`config.mk`:
```
export PLATFORM = sky130hd
export DESIGN_NAME = rr_arbiter_1hot_flat
export DESIGN_NICKNAME = d
export VERILOG_FILES = /design/src/rtl/rr_arbiter_1hot_if.sv /design/src/rtl/rr_arbiter_1hot.sv /design/src/flat_wrapper.sv
export SDC_FILE = /design/constraint.sdc
export NUM_CORES = 1
export LEC_CHECK = 0
export CORE_AREA = 2 2 39 41
export CTS_CLUSTER_DIAMETER = 50
export DETAILED_ROUTE_END_ITERATION = 12
export DIE_AREA = 0 0 41 43
export PLACE_DENSITY_LB_ADDON = 0.08
export SKIP_CTS_REPAIR_TIMING = 1
export SLEW_MARGIN = 20
export SYNTH_ARGS = -nofsm -noshare
export SYNTH_HDL_FRONTEND = slang
export SYNTH_SLANG_ARGS = --single-unit
```
`constraint.sdc`:
```
create_clock -name clk -period 1.6 [get_ports clk]
set_input_delay 0.16 -clock clk [delete_from_list [all_inputs] [get_ports clk]]
set_output_delay 0.16 -clock clk [all_outputs]
set_load 0.05 [all_outputs]
```
`src/rtl/rr_arbiter_1hot_if.sv`:
```
// Handshake bundle between the round-robin arbiter and its requesters / downstream consumer.
// The master side is the arbiter; the slave side is whatever drives req and out_ready.
interface rr_arbiter_1hot_if #(
  parameter int unsigned SIZE = 3
) ();

  logic [SIZE-1:0] req;
  logic [SIZE-1:0] in_ready;
  logic [SIZE-1:0] sel;
  logic            out_valid;
  logic            out_ready;
  logic            busy;
  logic            err;

  modport master (
    input  req,
    input  out_ready,
    output in_ready,
    output sel,
    output out_valid,
    output busy,
    output err
  );

  modport slave (
    output req,
    output out_ready,
    input  in_ready,
    input  sel,
    input  out_valid,
    input  busy,
    input  err
  );

endinterface

```
`src/rtl/rr_arbiter_1hot.sv`:
```
// Round-robin arbiter producing a registered one-hot select for a downstream one-hot mux.
// Each grant is held until a valid/ready handshake or until the winner withdraws its request.
module rr_arbiter_1hot #(
  parameter int unsigned SIZE = 3
) (
  input logic               clk,
  input logic               reset,
  rr_arbiter_1hot_if.master bus
);

  typedef enum logic [0:0] {StIdle, StGrant} state_e;

  state_e          state_q;
  logic [SIZE-1:0] sel_q;
  logic [SIZE-1:0] ptr_q;
  logic            out_valid_q;
  logic            err_q;

  logic [SIZE-1:0] winner;
  logic [SIZE-1:0] sel_rot;
  logic            found;
  logic            handshake;
  logic            withdrawn;
  int unsigned     ptr_idx;
  int unsigned     scan_idx;

  always_comb begin
    ptr_idx = 0;
    for (int unsigned i = 0; i < SIZE; i++) begin
      if (ptr_q[i]) ptr_idx = i;
    end
  end

  // First set request scanning upward from the pointer, wrapping to 0.
  always_comb begin
    winner   = '0;
    found    = 1'b0;
    scan_idx = 0;
    for (int unsigned i = 0; i < SIZE; i++) begin
      scan_idx = (ptr_idx + i) % SIZE;
      if (!found && bus.req[scan_idx]) begin
        winner[scan_idx] = 1'b1;
        found            = 1'b1;
      end
    end
  end

  assign sel_rot   = {sel_q[SIZE-2:0], sel_q[SIZE-1]};
  assign handshake = out_valid_q & bus.out_ready;
  assign withdrawn = ~|(bus.req & sel_q);

  always_ff @(posedge clk) begin
    if (!reset) begin
      state_q     <= StIdle;
      sel_q       <= '0;
      ptr_q       <= SIZE'(1);
      out_valid_q <= 1'b0;
      err_q       <= 1'b0;
    end else begin
      unique case (state_q)
        StIdle: begin
          if (found) begin
            sel_q       <= winner;
            out_valid_q <= 1'b1;
            state_q     <= StGrant;
          end
        end
        StGrant: begin
          // A handshake in the same cycle as a withdrawal still counts as a clean transfer.
          if (handshake) begin
            ptr_q       <= sel_rot;
            sel_q       <= '0;
            out_valid_q <= 1'b0;
            state_q     <= StIdle;
          end else if (withdrawn) begin
            err_q       <= 1'b1;
            ptr_q       <= sel_rot;
            sel_q       <= '0;
            out_valid_q <= 1'b0;
            state_q     <= StIdle;
          end
        end
        default: begin
          state_q <= StIdle;
        end
      endcase
    end
  end

  assign bus.sel       = sel_q;
  assign bus.out_valid = out_valid_q;
  assign bus.busy      = (state_q == StGrant);
  assign bus.err       = err_q;
  assign bus.in_ready  = (state_q == StGrant) ? (sel_q & {SIZE{bus.out_ready}}) : '0;

  a_sel_onehot0 : assert property (@(posedge clk) disable iff (!reset) $onehot0(sel_q));
  a_ir_onehot0  : assert property (@(posedge clk) disable iff (!reset) $onehot0(bus.in_ready));
  a_valid_sel   : assert property (@(posedge clk) disable iff (!reset)
                                   out_valid_q == (sel_q != '0));
  a_grant_sel   : assert property (@(posedge clk) disable iff (!reset)
                                   (state_q == StGrant) |-> (sel_q != '0));

endmodule

```
`src/flat_wrapper.sv`:
```
// flat-port wrapper written by rule: the top's interface ports become plain ports
module rr_arbiter_1hot_flat 
#(
  parameter int unsigned SIZE = 3
)
  (clk, reset, bus_req, bus_out_ready, bus_in_ready, bus_sel, bus_out_valid, bus_busy, bus_err);
  rr_arbiter_1hot_if #(.SIZE(SIZE)) bus_i ();
  input logic clk;
  input logic reset;
  input wire logic [$bits(bus_i.req)-1:0] bus_req;
  input wire logic [$bits(bus_i.out_ready)-1:0] bus_out_ready;
  output wire logic [$bits(bus_i.in_ready)-1:0] bus_in_ready;
  output wire logic [$bits(bus_i.sel)-1:0] bus_sel;
  output wire logic [$bits(bus_i.out_valid)-1:0] bus_out_valid;
  output wire logic [$bits(bus_i.busy)-1:0] bus_busy;
  output wire logic [$bits(bus_i.err)-1:0] bus_err;
  assign bus_i.req = bus_req;
  assign bus_i.out_ready = bus_out_ready;
  assign bus_in_ready = bus_i.in_ready;
  assign bus_sel = bus_i.sel;
  assign bus_out_valid = bus_i.out_valid;
  assign bus_busy = bus_i.busy;
  assign bus_err = bus_i.err;
  rr_arbiter_1hot #(.SIZE(SIZE)) u_core (.clk(clk), .reset(reset), .bus(bus_i));
endmodule
```
==> impl_metrics.tcl <==
set metrics [dict create \
    clockRootBuffer "clkbuf_4" \
    num_vias 391 \
    nets 69 \
    syn_nets 51 \
    mostFrequentLayoutCell "nand2_1" \
    total_power_uw 584 \
    synth_cells 45 \
    vias_per_cell 5.08 \
    synthFlopType "dfxtp_1" \
    run_status "complete, no violations" \
    globalplace.congestion 0.759 \
    finClkSkew_ns 0.00124 \
    yosysSeqAreaShare 0.390 \
    netlist_area_um2 410 \
    antenna_cells 0 \
    avgSynthCellArea_um2 9.12 \
    io_pins 15 \
    setup_slack_ns 0.220 \
    cts_tree "yes" \
    ys_ff_latch 8 \
    dp_cells 74 \
    drv_cap 0 \
    setup_viol 0 \
    hold_ws_ns 0.486 \
    cts_buffers 3 \
    setup.worst_path.start_class "register" \
    start_util 0.297 \
    drc_errors 0 \
    synth.distinct_cells 19 \
    fmax_ghz 0.725 \
    post-place-ws_ns 0.0825 \
    leakagePower_uw 0.000261 \
    drive_gt1_frac 0.262 \
    required_ns 1.44 \
    synth-edff-count 0 \
    row_count 14 \
    port_buffers 14 \
    grt_usage 0.132 \
    die_w_um 41 \
    report.final.hold_viol_count 0 \
    post-route-min-period_ns 1.38 \
    clockBufferDepth 2 \
    synthArstFlopShare 0 \
    worst_pin_slew_ns 0.391 \
    post-dp-hpwl_um 709 \
    period_share 0.863 \
    endpoint_kind "primary output" \
    avgRoutedWirePerCell_um 12.0 \
    power_density_nw_per_um2 952 \
    setup_tns_ns 0 \
    area_growth_pct 49.4 \
    arrival_ns 1.22 \
    min_path_type "reg2reg" \
    nFillCells 128 \
    clk_latency_ns 0.26 \
    grt_max_degree 12 \
    grt_pass1_vias 377 \
    r2r_slack_ns 0.34 \
    crit_type "reg2out" \
    cts_max_level 1 \
    layout_common_cells "nand2_1 (10), dfxtp_1 (8), buf_4 (6)" \
    wl_um 927 \
    dieArea_um2 1760 \
    globalRouteOverflowTotal 0 \
    die_h_um 43 \
    grt_pass1_wl_mm 1.56 \
    fin_cells 77 \
    drtPass1Iterations 4 \
    ir_drop_mv 0.394 \
    slew_violations 0 \
    antenna_found_initial 0 \
    cts.reportedPaths.clkPinSlew_ns 0.05 \
    relSlewSlack 0.739 \
    core_um2 1380 \
    antenna_left 0 \
    rsz0062_at_grt "no" \
    ys_warn_count 0 \
    cp_max_fo 11 \
    clock-sinks 8 \
    drt_iter0_markers 11 \
]
==> worst paths after layout <==
path,from,endpoint,cells after the start
min,u_core.ptr_q[1]$_SDFFE_PN0P_,u_core.ptr_q[1]$_SDFFE_PN0P_,2
max reg2reg,u_core.bus.busy$_SDFF_PN0_,u_core.bus.sel[2]$_SDFFE_PN0P_,3
max,u_core.bus.busy$_SDFF_PN0_,bus_in_ready[1],2
min reg2reg,u_core.ptr_q[1]$_SDFFE_PN0P_,u_core.ptr_q[1]$_SDFFE_PN0P_,2
==> cells in the mapped netlist, drive strengths merged, types with 2 or more instances <==
cell type / count / area share
o22a: 2 / 0.043
mux2i: 2 / 0.049
nor2b: 4 / 0.061
nand2: 10 / 0.091
dfxtp: 8 / 0.39
and3: 5 / 0.088
o32ai: 3 / 0.064
buf: 2 / 0.037
==> per-stage QoR <==
step                instance area (um2)  utilization
finish                              613        0.443
global route                        613        0.443
CTS                                 613        0.443
detailed placement                  591        0.427
global placement                    591        0.427
floorplan                           410            -
==> layer usage <==
metal	part of all wire	wire, um	track usage
met1	0.47	438	0.181
met5	0	0	0
met4	0.031	29	0.0800
met3	0.073	68	0.0366
met2	0.42	390	0.175
==> registers in the layout, indices dropped and copies added, names as in the netlist <==
signal and count:
u_core.bus.sel 3, u_core.ptr_q 2, u_core.bus.busy 1, u_core.bus.err 1, u_core.bus.out_valid 1
==> critical path, stage by stage, from the launching register on <==
cell	delay [ns]
dfxtp_1	0.55
and3_1	0.26
buf_12	0.14
==> layout make-up <==
cell class              instances  area, um2  area share
multi-input cells              35        235       0.384
repair buffers                 15        175       0.286
flip-flops and latches          8        160       0.261
clock buffers                   3       22.5      0.0367
well taps                      16       20.0      0.0327
==> power by group <==
group          internal [uW]  switching [uW]
clock                   86.0            71.0
combinational           79.0             107
sequential               218            23.2
total                    383             201
==> kinds of logic (layout without fill, tap and decap cells) <==
family | count (synthesis) | after routing | synth area share
buffers and inverters | 2 | 18 | 0.0366
flip-flops | 8 | 8 | 0.390
AND/OR/NAND/NOR | 22 | 22 | 0.277
AO/OA/AOI/OAI | 11 | 11 | 0.247
multiplexers | 2 | 2 | 0.0488
Power figures use the tool's default switching activity.
